`src/rtl/cas_stream_if.sv`:
```
// Handshake and data bundle for one compare-and-swap node: producer side
// drives keys/tags/mode, consumer side returns ordered keys.
interface cas_stream_if #(
    parameter int DATAWIDTH = 8,
    parameter int IDXWIDTH  = 4
);
    logic                 in_valid_i;
    logic                 in_ready_o;
    logic                 sign_i;
    logic                 desc_i;
    logic [DATAWIDTH-1:0] x1_i;
    logic [DATAWIDTH-1:0] x2_i;
    logic [IDXWIDTH-1:0]  x1_idx_i;
    logic [IDXWIDTH-1:0]  x2_idx_i;
    logic                 out_valid_o;
    logic                 out_ready_i;
    logic [DATAWIDTH-1:0] y1_o;
    logic [DATAWIDTH-1:0] y2_o;
    logic [IDXWIDTH-1:0]  y1_idx_o;
    logic [IDXWIDTH-1:0]  y2_idx_o;
    logic                 sign_o;
    logic                 desc_o;
    logic                 swapped_o;

    modport slave (
        input  in_valid_i, sign_i, desc_i, x1_i, x2_i, x1_idx_i, x2_idx_i, out_ready_i,
        output in_ready_o, out_valid_o, y1_o, y2_o, y1_idx_o, y2_idx_o,
               sign_o, desc_o, swapped_o
    );

    modport master (
        output in_valid_i, sign_i, desc_i, x1_i, x2_i, x1_idx_i, x2_idx_i, out_ready_i,
        input  in_ready_o, out_valid_o, y1_o, y2_o, y1_idx_o, y2_idx_o,
               sign_o, desc_o, swapped_o
    );
endinterface

```
`src/rtl/cas_stream.sv`:
```
// Compare-and-swap node with tag tracking, elastic valid/ready pipeline
// of PIPE_STAGES registers and a saturating swap counter.
module cas_stream #(
    parameter int DATAWIDTH   = 8,
    parameter int IDXWIDTH    = 4,
    parameter int PIPE_STAGES = 1,
    parameter int CNTWIDTH    = 16
) (
    input  logic                clk_i,
    input  logic                rst_i,
    cas_stream_if.slave         bus,
    input  logic                clr_cnt_i,
    output logic [CNTWIDTH-1:0] swap_cnt_o
);
    typedef struct packed {
        logic [DATAWIDTH-1:0] y1;
        logic [DATAWIDTH-1:0] y2;
        logic [IDXWIDTH-1:0]  y1_idx;
        logic [IDXWIDTH-1:0]  y2_idx;
        logic                 sign;
        logic                 desc;
        logic                 swapped;
    } stage_t;

    logic [DATAWIDTH-1:0]   sign_flip;
    logic [DATAWIDTH-1:0]   key1;
    logic [DATAWIDTH-1:0]   key2;
    logic                   do_swap;
    logic                   in_fire;
    stage_t                 in_data;
    logic [PIPE_STAGES-1:0] valid_vec;
    logic [PIPE_STAGES-1:0] load_vec;
    stage_t                 data_vec [PIPE_STAGES];
    logic [CNTWIDTH-1:0]    swap_cnt_reg;

    // Flipping the MSB turns a two's-complement order into an unsigned one,
    // so one magnitude comparator serves both modes.
    assign sign_flip = {bus.sign_i, {(DATAWIDTH-1){1'b0}}};
    assign key1      = bus.x1_i ^ sign_flip;
    assign key2      = bus.x2_i ^ sign_flip;
    assign do_swap   = bus.desc_i ? (key1 < key2) : (key1 > key2);

    always_comb begin
        in_data         = '0;
        in_data.sign    = bus.sign_i;
        in_data.desc    = bus.desc_i;
        in_data.swapped = do_swap;
        if (do_swap) begin
            in_data.y1     = bus.x2_i;
            in_data.y2     = bus.x1_i;
            in_data.y1_idx = bus.x2_idx_i;
            in_data.y2_idx = bus.x1_idx_i;
        end else begin
            in_data.y1     = bus.x1_i;
            in_data.y2     = bus.x2_i;
            in_data.y1_idx = bus.x1_idx_i;
            in_data.y2_idx = bus.x2_idx_i;
        end
    end

    // Ready ripples back from the output: a stage may load when it is empty
    // or its occupant is leaving this cycle.
    always_comb begin
        logic chain;
        load_vec = '0;
        chain    = bus.out_ready_i;
        for (int k = PIPE_STAGES - 1; k >= 0; k--) begin
            load_vec[k] = ~valid_vec[k] | chain;
            chain       = load_vec[k];
        end
    end

    for (genvar gi = 0; gi < PIPE_STAGES; gi++) begin : g_stage
        logic   valid_reg;
        stage_t data_reg;
        logic   src_valid;
        stage_t src_data;

        if (gi == 0) begin : g_head
            assign src_valid = bus.in_valid_i;
            assign src_data  = in_data;
        end else begin : g_body
            assign src_valid = valid_vec[gi-1];
            assign src_data  = data_vec[gi-1];
        end

        always_ff @(posedge clk_i) begin
            if (rst_i) begin
                valid_reg <= 1'b0;
                data_reg  <= '0;
            end else if (load_vec[gi]) begin
                valid_reg <= src_valid;
                if (src_valid) begin
                    data_reg <= src_data;
                end
            end
        end

        assign valid_vec[gi] = valid_reg;
        assign data_vec[gi]  = data_reg;
    end

    assign in_fire        = bus.in_valid_i & load_vec[0];
    assign bus.in_ready_o = load_vec[0];

    assign bus.out_valid_o = valid_vec[PIPE_STAGES-1];
    assign bus.y1_o        = data_vec[PIPE_STAGES-1].y1;
    assign bus.y2_o        = data_vec[PIPE_STAGES-1].y2;
    assign bus.y1_idx_o    = data_vec[PIPE_STAGES-1].y1_idx;
    assign bus.y2_idx_o    = data_vec[PIPE_STAGES-1].y2_idx;
    assign bus.sign_o      = data_vec[PIPE_STAGES-1].sign;
    assign bus.desc_o      = data_vec[PIPE_STAGES-1].desc;
    assign bus.swapped_o   = data_vec[PIPE_STAGES-1].swapped;

    always_ff @(posedge clk_i) begin
        if (rst_i || clr_cnt_i) begin
            swap_cnt_reg <= '0;
        end else if (in_fire && do_swap && !(&swap_cnt_reg)) begin
            swap_cnt_reg <= swap_cnt_reg + CNTWIDTH'(1);
        end
    end

    assign swap_cnt_o = swap_cnt_reg;
endmodule

```
`src/flat_wrapper.sv`:
```
// flat-port wrapper written by rule: the top's interface ports become plain ports
module cas_stream_flat 
#(
    parameter int DATAWIDTH   = 8,
    parameter int IDXWIDTH    = 4,
    parameter int PIPE_STAGES = 1,
    parameter int CNTWIDTH    = 16
)
  (clk_i, rst_i, clr_cnt_i, swap_cnt_o, bus_in_valid_i, bus_sign_i, bus_desc_i, bus_x1_i, bus_x2_i, bus_x1_idx_i, bus_x2_idx_i, bus_out_ready_i, bus_in_ready_o, bus_out_valid_o, bus_y1_o, bus_y2_o, bus_y1_idx_o, bus_y2_idx_o, bus_sign_o, bus_desc_o, bus_swapped_o);
  cas_stream_if #(.DATAWIDTH(DATAWIDTH), .IDXWIDTH(IDXWIDTH)) bus_i ();
  input  logic clk_i;
  input  logic rst_i;
  input  logic clr_cnt_i;
  output logic [CNTWIDTH-1:0] swap_cnt_o;
  input wire logic [$bits(bus_i.in_valid_i)-1:0] bus_in_valid_i;
  input wire logic [$bits(bus_i.sign_i)-1:0] bus_sign_i;
  input wire logic [$bits(bus_i.desc_i)-1:0] bus_desc_i;
  input wire logic [$bits(bus_i.x1_i)-1:0] bus_x1_i;
  input wire logic [$bits(bus_i.x2_i)-1:0] bus_x2_i;
  input wire logic [$bits(bus_i.x1_idx_i)-1:0] bus_x1_idx_i;
  input wire logic [$bits(bus_i.x2_idx_i)-1:0] bus_x2_idx_i;
  input wire logic [$bits(bus_i.out_ready_i)-1:0] bus_out_ready_i;
  output wire logic [$bits(bus_i.in_ready_o)-1:0] bus_in_ready_o;
  output wire logic [$bits(bus_i.out_valid_o)-1:0] bus_out_valid_o;
  output wire logic [$bits(bus_i.y1_o)-1:0] bus_y1_o;
  output wire logic [$bits(bus_i.y2_o)-1:0] bus_y2_o;
  output wire logic [$bits(bus_i.y1_idx_o)-1:0] bus_y1_idx_o;
  output wire logic [$bits(bus_i.y2_idx_o)-1:0] bus_y2_idx_o;
  output wire logic [$bits(bus_i.sign_o)-1:0] bus_sign_o;
  output wire logic [$bits(bus_i.desc_o)-1:0] bus_desc_o;
  output wire logic [$bits(bus_i.swapped_o)-1:0] bus_swapped_o;
  assign bus_i.in_valid_i = bus_in_valid_i;
  assign bus_i.sign_i = bus_sign_i;
  assign bus_i.desc_i = bus_desc_i;
  assign bus_i.x1_i = bus_x1_i;
  assign bus_i.x2_i = bus_x2_i;
  assign bus_i.x1_idx_i = bus_x1_idx_i;
  assign bus_i.x2_idx_i = bus_x2_idx_i;
  assign bus_i.out_ready_i = bus_out_ready_i;
  assign bus_in_ready_o = bus_i.in_ready_o;
  assign bus_out_valid_o = bus_i.out_valid_o;
  assign bus_y1_o = bus_i.y1_o;
  assign bus_y2_o = bus_i.y2_o;
  assign bus_y1_idx_o = bus_i.y1_idx_o;
  assign bus_y2_idx_o = bus_i.y2_idx_o;
  assign bus_sign_o = bus_i.sign_o;
  assign bus_desc_o = bus_i.desc_o;
  assign bus_swapped_o = bus_i.swapped_o;
  cas_stream #(.DATAWIDTH(DATAWIDTH), .IDXWIDTH(IDXWIDTH), .PIPE_STAGES(PIPE_STAGES), .CNTWIDTH(CNTWIDTH)) u_core (.clk_i(clk_i), .rst_i(rst_i), .bus(bus_i), .clr_cnt_i(clr_cnt_i), .swap_cnt_o(swap_cnt_o));
endmodule
```
`config.mk`:
```
export PLATFORM = sky130hd
export DESIGN_NAME = cas_stream_flat
export DESIGN_NICKNAME = d
export VERILOG_FILES = /design/src/rtl/cas_stream_if.sv /design/src/rtl/cas_stream.sv /design/src/flat_wrapper.sv
export SDC_FILE = /design/constraint.sdc
export NUM_CORES = 1
export LEC_CHECK = 0
export BUFFER_PORTS_ARGS = -buffer_cell sky130_fd_sc_hd__clkbuf_2
export CORE_MARGIN = 4
export CORE_UTILIZATION = 45
export CTS_CLUSTER_DIAMETER = 150
export DETAILED_ROUTE_END_ITERATION = 16
export GPL_TIMING_DRIVEN = 0
export PLACE_DENSITY = 0.71
export SETUP_SLACK_MARGIN = 0.15
export SYNTH_ARGS = -nofsm -noshare
export SYNTH_HDL_FRONTEND = slang
export SYNTH_SLANG_ARGS = --single-unit
```
`constraint.sdc`:
```
create_clock -name clk_i -period 3.2 [get_ports clk_i]
set_clock_uncertainty 0.2 [all_clocks]
set_input_delay 0.64 -clock clk_i [delete_from_list [all_inputs] [get_ports clk_i]]
set_output_delay 0.64 -clock clk_i [all_outputs]
set_load 0.02 [all_outputs]
```
==> out/results.ini, run 1 <==
[placed_design]
io_buffers = 75
place_ws_ns = -0.0992
dp_cells = 421
dp_hpwl_mm = 4.95
gp_congestion = 0.839

[die]
rows = 26
start_util_pct = 46.5
dieArea_mm2 = 0.00654
die_x_um = 80.9
core_area_mm2 = 0.00514
io_pins = 76
die_h_um = 80.9

[finish]
final_layout_size_suffix_gt1_share_pct = 32.3
nets = 397
stdcell_count = 429
final_common_cell = clkbuf_2
fill_cells = 516
syn_to_final_growth_pct = 26.4
final_cell_mix = clkbuf_2 (75), dfxtp_1 (44), nor2_1 (42), nor3_1 (26), a21oi_1 (18)
antenna_cells = 0

[critical_path]
start_kind = input port
critPathArrivalTime_ns = 2.89
endpoint = u_core.bus.y1_idx_o[2]
cp-end-kind = flip-flop
crit_type = in -> reg
r2r_start = u_core.swap_cnt_o[1]
r2r_cells = 9
startpoint = bus_x2_i[3]
crit_chain = clkbuf_2 > inv_1 > ha_1 > a21oi_1 > a211oi_4 > nor3_4 > mux2i_4 > buf_4 > nor3_2 > a2111oi_4
rrSetupSlack_ns = 0.48
cp_max_fo = 10
cp.required_ns = 3.21
slowest_stage = mux2i_4
r2r-end = u_core.swap_cnt_o[1]
slowest_delay_ns = 0.42

[timing]
clock.fmax_mhz = 347
rsz0062_at_grt = false
slew_headroom_pct = 55.5
maxSlewViolCount = 0
setup_ws_ns = 0.317
final_hold_viol_count = 0
finalCriticalPeriod_ns = 2.88
setup_violations = 0
worst_slew_pin_slew_ns = 0.668
fin_crit_sh_pct = 90.1

[clock_tree]
cts_root_buf = clkbuf_8
cts_setup_buffers = 0
clkLatencyLatePin_ns = 0.30
clk_pin_slew_ns = 0.09
cts_htree_levels = 2
clkSinkCount = 44
cts_resized = 0
hold_buffers = 0
cts-buffers-inserted = 5
clock_tree.buffer_depth = 2
cts_tree = done

[power_and_ir_drop]
p_int_mw = 1.08
seq_power_share_pct = 39.6
p_per_area_mw_per_mm2 = 501
pwr-share-comb_pct = 21.2
peakVddDrop_mv = 0.277
clockPowerShare_pct = 39.3
total_power_mw = 1.51
power.switching_mw = 0.429
p_leak_nw = 1.21
switching_share_pct = 28.4

[global_route]
antenna_found_initial = 0
grt_max_degree = 15
grt_overflow = 0
grt_pass1_wl_mm = 11.1
grt.total_usage_pct = 21.7
grt_pass1_vias = 2355

[synth]
synth-async-reset-ratio_pct = 0
avgSynthCellArea_um2 = 8.66
synth_cells = 276
ys_ff_latch = 44
synth.distinct_cells = 44
seq_area_frac_synth_pct = 36.8
synth_area_leaders = dfxtp_1 (37%), nor2_1 (6.6%), a2111oi_2 (6.3%)
yosysTopAreaCellShare_pct = 36.8
synth_edf_count = 0
synth_top_area_cell = dfxtp_1
syn_nets = 315
ys.flop_type = dfxtp_1
ys_warn_count = 0
netlist_area_mm2 = 0.00239

[run]
maxCapViolations = 0

[drt]
routed_wl_mm = 6.76
dr.pass1.iters = 4
via_count = 2423
wl_per_cell_um = 15.8
drc = 0
first_iter_violations = 129
ant_nets = 0
viasPerCell = 5.65

[hold_path]
min_path_type = reg -> reg
worstHoldStart = u_core.bus.desc_o

[outcome]
status = complete, no violations

metrics by stage:
step / hold slack (ns) / setup TNS (ns) / util (%) / area (um^2)
after floorplan: 0.333 / 0 / - / 2390
after global placement: 0.246 / -0.0850 / 55.5 / 2850
after detailed placement: 0.254 / -0.289 / 55.5 / 2850
after CTS: 0.265 / 0 / 58.6 / 3010
after global routing: 0.308 / 0 / 58.8 / 3020
final: 0.265 / 0 / 58.8 / 3020
power groups by stage:
stage,clock network (mW),registers [mW],logic (mW)
after CTS,0.603,0.599,0.319
after detailed placement,0,0.611,0.318
after global placement,0,0.609,0.316
final,0.594,0.598,0.320
after floorplan,0,0.649,0.171
after global routing,0.630,0.602,0.349
area by class of cell:
| cell class | instances | area, um^2 | area share (%) |
|---|---|---|---|
| repair buffers | 75 | 375 | 12.4 |
| clock inverters | 3 | 90.1 | 2.98 |
| clock buffers | 5 | 68.8 | 2.28 |
| plain buffers | 22 | 115 | 3.81 |
| inverters | 10 | 37.5 | 1.24 |
| flip-flops and latches | 44 | 881 | 29.2 |
| well taps | 70 | 87.6 | 2.90 |
| multi-input cells | 200 | 1370 | 45.2 |
routing by layer:
| metal | global-route usage, % | share of wire (%) | vias up |
|---|---|---|---|
| met1 | 27.8 | 44 | 1110 |
| met4 | 6.42 | 1.3 | 0 |
| met5 | 0 | 0 | - |
| met3 | 4.66 | 6.9 | 8 |
| met2 | 36.5 | 48 | 101 |
| li1 | - | - | 1204 |
cells by family after synthesis:
family | share of synthesized area (%)
buffers and inverters | 6.38
and+or+nand+nor | 27.5
AOI/OAI and AO/OA | 23.9
DFF | 36.8
muxes | 1.20
adders and majority gates | 4.19
worst min path at each step:
stage / slack [ns] / cells past startpoint / endpoint
global route: 0.31 / 2 / u_core.bus.sign_o
floorplan: 0.33 / 2 / u_core.bus.desc_o
global placement: 0.25 / 2 / u_core.bus.desc_o
detailed placement: 0.25 / 2 / u_core.bus.desc_o
finish: 0.27 / 2 / u_core.bus.desc_o
CTS: 0.27 / 2 / u_core.bus.desc_o
cells in the mapped netlist (2+ instances only):
master / n
a2111oi_0: 12
a2111oi_2: 10
a21oi_1: 18
a41oi_1: 2
and2_1: 2
and3_1: 3
buf_2: 5
buf_4: 3
buf_6: 2
clkbuf_1: 11
dfxtp_1: 44
ha_1: 8
inv_1: 10
nand2_1: 12
nand2b_1: 2
nand3_1: 9
nand4_1: 5
nor2_1: 42
nor3_1: 26
o211ai_1: 2
o21ai_0: 3
o31ai_1: 11
or2_2: 3
or3_1: 2
or4_1: 10
state kept, by name (all words and copies together), names as in the netlist:
| signal | cells |
|---|---|
| u_core.bus.y2_o | 8 |
| u_core.bus.y1_idx_o | 4 |
| u_core.bus.y1_o | 8 |
| u_core.bus.swapped_o | 1 |
| u_core.swap_cnt_o | 16 |
| u_core.bus.desc_o | 1 |
| u_core.bus.sign_o | 1 |
| u_core.bus.out_valid_o | 1 |
| u_core.bus.y2_idx_o | 4 |
worst max-delay path: cells and delay by family:
kind	cells	cell delay, ns
muxes	1	0.42
AOI/OAI and AO/OA	3	0.68
and+or+nand+nor	2	0.37
adders and majority gates	1	0.33
buffers and inverters	3	0.46
Power figures use the tool's default switching activity.
==> run 2, diff against run 1 <==
--- a/config.mk
+++ b/config.mk
@@ -11,7 +11,7 @@
 export CTS_CLUSTER_DIAMETER = 150
 export DETAILED_ROUTE_END_ITERATION = 16
 export GPL_TIMING_DRIVEN = 0
-export PLACE_DENSITY = 0.71
+export PLACE_DENSITY = 0.82
 export SETUP_SLACK_MARGIN = 0.15
 export SYNTH_ARGS = -nofsm -noshare
 export SYNTH_HDL_FRONTEND = slang
==> out/results.ini, run 2 (same netlist as run 1, synthesis figures left out) <==
[outcome]
status = complete, no violations

[global_route]
grt_pass1_vias = 2327  ; -1.2%
antenna_found_initial = 0  ; unchanged
grt.total_usage_pct = 20.6  ; -1.1 points
grt_pass1_wl_mm = 10.7  ; -3.8%
grt_max_degree = 14  ; -1
grt_overflow = 0  ; unchanged

[clock_tree]
clkSinkCount = 44  ; unchanged
clock_tree.buffer_depth = 2  ; unchanged
cts-buffers-inserted = 5  ; unchanged
clk_pin_slew_ns = 0.09  ; about the same
cts_htree_levels = 2  ; unchanged
clkLatencyLatePin_ns = 0.30  ; about the same
cts_root_buf = clkbuf_8
cts_tree = done

[placed_design]
place_area_mm2 = 0.00285  ; unchanged
gp_congestion = 0.889  ; +5.9%
dp_hpwl_mm = 4.90  ; -0.88%
io_buffers = 75  ; unchanged
dp_cells = 421  ; unchanged
place_ws_ns = -0.0291  ; +0.0702 ns

[critical_path]
critPathArrivalTime_ns = 2.87  ; -0.02 ns
crit_type = in -> reg
r2r_cells = 9  ; unchanged
cp.required_ns = 3.17  ; -0.04 ns
rrSetupSlack_ns = 0.52  ; +0.04 ns
cp_max_fo = 10  ; unchanged
r2r-end = u_core.swap_cnt_o[11]
cp-end-kind = flip-flop
start_kind = input port
r2r_start = u_core.swap_cnt_o[0]

[timing]
setup_ws_ns = 0.299  ; -0.0182 ns
fin_hold_ws_ns = 0.280  ; +0.0154 ns
slew_headroom_pct = 57.4  ; +1.9 points
final_hold_viol_count = 0  ; unchanged
worst_slew_pin_slew_ns = 0.639  ; -0.0285 ns
maxSlewViolCount = 0  ; unchanged
finalCriticalPeriod_ns = 2.90  ; +0.0182 ns
setup_violations = 0  ; unchanged
fin_crit_sh_pct = 90.7  ; +0.57 points
fin_tns_setup_ns = 0  ; unchanged
rsz0062_at_grt = true
clock.fmax_mhz = 345  ; -0.63%

[finish]
antenna_cells = 0  ; unchanged
stdcell_count = 429  ; unchanged
syn_to_final_growth_pct = 24.2
final_layout_size_suffix_gt1_share_pct = 32.0  ; -0.28 points
fin_util_pct = 57.8  ; -1.0 points
largest_reg_flops = 16  ; unchanged
fill_cells = 496  ; -3.9%
final_common_cell = clkbuf_2
nets = 397  ; unchanged
design_area_mm2 = 0.00297  ; -1.7%
final_cell_mix = clkbuf_2 (75), dfxtp_1 (44), nor2_1 (42), nor3_1 (26), a21oi_1 (18)

[die]
start_util_pct = 46.5  ; unchanged
die_x_um = 80.9  ; unchanged
io_pins = 76  ; unchanged
rows = 26  ; unchanged
dieArea_mm2 = 0.00654  ; unchanged
die_h_um = 80.9  ; unchanged
core_area_mm2 = 0.00514  ; unchanged

[hold_path]
worstHoldStart = u_core.bus.sign_o
hold_path_end = u_core.bus.sign_o
min_path_type = reg -> reg
min_path_cells = 2  ; unchanged

[run]
maxCapViolations = 0  ; unchanged

[power_and_ir_drop]
p_leak_nw = 1.19  ; -1.9%
peakVddDrop_mv = 0.275  ; -1.0%
p_per_area_mw_per_mm2 = 453  ; -9.5%
total_power_mw = 1.35  ; -11%

[drt]
drc = 0  ; unchanged
ant_nets = 0  ; unchanged
wl_per_cell_um = 15.5  ; -1.4%
dr.pass1.iters = 4  ; unchanged
routed_wl_mm = 6.67  ; -1.4%
viasPerCell = 5.69  ; +0.70%
first_iter_violations = 128  ; -0.78%
via_count = 2440  ; +0.70%

-- run 2: where the power goes --
group / total [mW] / internal (mW) / switching [mW]
Combinational: 0.322 / 0.113 / 0.210
Sequential: 0.598 / 0.580 / 0.0181
Clock: 0.425 / 0.232 / 0.193
-- run 2: layer usage --
layer,track usage [%],wire length (um),vias up
li1,-,-,1201
met1,25.1,2880,1138
met2,35.6,3250,94
met3,4.32,486,7
met4,7.94,59,0
met5,0,0,-
-- run 2: critical path: stages --
cell,delay [ns]
clkbuf_2,0.11
inv_1,0.04
ha_1,0.29
nor2b_1,0.15
o211ai_2,0.19
a211oi_4,0.10
nor3_4,0.28
mux2_4,0.39
buf_2,0.22
a2111oi_0,0.45
-- run 2: how the worst max path moves through the flow --
stage | from | endpoint | slack [ns]
6_report | bus_x2_i[1] | u_core.bus.y2_o[3] | 0.30
5_1_grt | bus_x2_i[1] | u_core.bus.y2_idx_o[1] | 0.14
4_1_cts | bus_x2_i[1] | u_core.bus.y1_o[3] | 0.24
3_5_place_dp | bus_x2_i[1] | u_core.bus.y1_idx_o[2] | -0.03
3_3_place_gp | bus_x2_i[1] | u_core.bus.y1_idx_o[2] | -0.01
2_1_floorplan | bus_x2_i[1] | u_core.bus.y1_idx_o[2] | 0.32
-- run 2: layout make-up --
type	count	area (um^2)	area share, %
inverters	10	37.5	1.26
clock buffers	6	72.6	2.44
multi-input cells	200	1370	46.0
repair buffers	75	375	12.6
flip-flops and latches	44	881	29.7
well taps	70	87.6	2.95
clock inverters	2	35.0	1.18
plain buffers	22	115	3.88
-- run 2: repair_timing --
item | 4_1_cts | 5_1_grt
setup buffers | 0 | 0
endpoints found under the hold margin | 0 | 0
hold buffers | 0 | 0
setup endpoints to repair | 0 | 2
gates resized for setup | 0 | 1
==> run 3, diff against run 2 <==
--- a/config.mk
+++ b/config.mk
@@ -11,6 +11,7 @@
 export CTS_CLUSTER_DIAMETER = 150
 export DETAILED_ROUTE_END_ITERATION = 16
 export GPL_TIMING_DRIVEN = 0
+export MAX_ROUTING_LAYER = met4
 export PLACE_DENSITY = 0.82
 export SETUP_SLACK_MARGIN = 0.15
 export SYNTH_ARGS = -nofsm -noshare
==> out/results.ini, run 3 (same netlist as run 1, synthesis figures left out) <==
[global_route]
grt_pass1_vias = 2331  ; +0.17%
antenna_found_initial = 0  ; unchanged
grt.total_usage_pct = 21.2  ; +0.62 points
grt_overflow = 0  ; unchanged
grt_pass1_wl_mm = 10.7  ; +0.13%
grt_max_degree = 14  ; unchanged

[die]
rows = 26  ; unchanged
io_pins = 76  ; unchanged
die_h_um = 80.9  ; unchanged
die_x_um = 80.9  ; unchanged
dieArea_mm2 = 0.00654  ; unchanged
core_area_mm2 = 0.00514  ; unchanged
start_util_pct = 46.5  ; unchanged

[timing]
worst_slew_pin_slew_ns = 0.641  ; +0.00174 ns
clock.fmax_mhz = 344  ; -0.29%
fin_hold_ws_ns = 0.281  ; +0.000858 ns
final_hold_viol_count = 0  ; unchanged
maxSlewViolCount = 0  ; unchanged
slew_headroom_pct = 57.3  ; -0.12 points
setup_violations = 0  ; unchanged
rsz0062_at_grt = true
finalCriticalPeriod_ns = 2.91  ; +0.00846 ns
fin_crit_sh_pct = 90.9  ; +0.26 points

[drt]
via_count = 2462  ; +0.90%
first_iter_violations = 121  ; -5.5%
viasPerCell = 5.74  ; +0.90%
wl_per_cell_um = 15.6  ; +0.24%
drc = 0  ; unchanged
ant_nets = 0  ; unchanged
routed_wl_mm = 6.69  ; +0.24%
dr.pass1.iters = 4  ; unchanged

[finish]
final_common_cell = clkbuf_2
stdcell_count = 429  ; unchanged
final_layout_size_suffix_gt1_share_pct = 32.0  ; unchanged
largest_reg_flops = 16  ; unchanged
final_cell_mix = clkbuf_2 (75), dfxtp_1 (44), nor2_1 (42), nor3_1 (26), a21oi_1 (18)
antenna_cells = 0  ; unchanged
syn_to_final_growth_pct = 24.2  ; unchanged
nets = 397  ; unchanged

[placed_design]
dp_cells = 421  ; unchanged
io_buffers = 75  ; unchanged
gp_congestion = 0.904  ; +1.7%
dp_hpwl_mm = 4.90  ; unchanged

[power_and_ir_drop]
peakVddDrop_mv = 0.275  ; +0.12%
p_leak_nw = 1.19  ; unchanged
p_per_area_mw_per_mm2 = 453  ; about the same

[clock_tree]
clock_tree.buffer_depth = 2  ; unchanged
clk_pin_slew_ns = 0.09  ; about the same
cts_htree_levels = 2  ; unchanged
clkSinkCount = 44  ; unchanged
clkLatencyLatePin_ns = 0.30  ; about the same
hold_buffers = 0  ; unchanged
cts_root_buf = clkbuf_8
cts-buffers-inserted = 5  ; unchanged
cts_setup_buffers = 0  ; unchanged
cts_tree = done

[critical_path]
cp-end-kind = flip-flop
cp.required_ns = 3.17  ; about the same
crit_type = in -> reg
startpoint = bus_x2_i[1]
critPathArrivalTime_ns = 2.88  ; about the same
r2r_start = u_core.swap_cnt_o[0]
cp_max_fo = 10  ; unchanged
start_kind = input port

[hold_path]
worstHoldStart = u_core.bus.desc_o
min_path_type = reg -> reg

[run]
maxCapViolations = 0  ; unchanged

[outcome]
status = complete, no violations

==> run 3: cell counts in the layout (fill, tap and decap cells not counted) <==
No cell type changed its count.
==> run 3: critical path, cell delays in order <==
cell and delay [ns]:
clkbuf_2 0.11, inv_1 0.04, ha_1 0.29, nor2b_1 0.14, o211ai_2 0.19, a211oi_4 0.10
nor3_4 0.28, mux2_4 0.39, buf_2 0.22, a2111oi_0 0.46
==> run 3: final timing paths <==
kind	endpoint	slack (ns)	depth (start not counted)
worst max register to register	u_core.swap_cnt_o[11]	0.52	9
worst min-delay path	u_core.bus.desc_o	0.28	2
worst max-delay path	u_core.bus.y2_o[3]	0.29	10
worst min register to register	u_core.bus.desc_o	0.28	2
==> run 3: metal layers <==
layer / vias to the layer above / track usage, % / part of all wire [%]
met1: 1151 / 25.2 / 42
met3: 7 / 4.10 / 7.8
li1: 1200 / - / -
met5: - / - / 0
met2: 104 / 35.6 / 49
met4: 0 / 7.94 / 0.82
==> run 3: repair_timing <==
| action | CTS | global route |
|---|---|---|
| gates resized for setup | 0 | 1 |
| endpoints found under the setup margin | 0 | 2 |
| hold endpoints to repair | 0 | 0 |
==> run 3: stage by stage <==
step	cell area, um^2	power (mW)	util [%]	setup slack, ns	TNS, ns
6_report	2970	1.35	57.8	0.291	0
3_5_place_dp	2850	0.928	55.5	-0.0291	-0.0442
2_1_floorplan	2390	0.820	-	0.317	0
4_1_cts	2960	1.35	57.6	0.239	0
3_3_place_gp	2850	0.921	55.5	-0.0119	-0.0119
5_1_grt	2970	1.40	57.8	0.137	0
==> run 3: final cells by class <==
type                       count  area, um^2
buffer                        22         115
multi-input combinational    200        1370
timing repair buffer          75         375
sequential                    44         881
fill                         496        2170
clock inverter                 2        35.0
tap                           70        87.6
inverter                      10        37.5
clock buffer                   6        72.6
==> run 3: power by group <==
group	leakage (nW)	internal [mW]	switching [mW]	total [mW]
Sequential	0.361	0.580	0.0180	0.598
Clock	0.0552	0.232	0.193	0.425
Combinational	0.771	0.113	0.209	0.322
Total	1.19	0.925	0.421	1.35
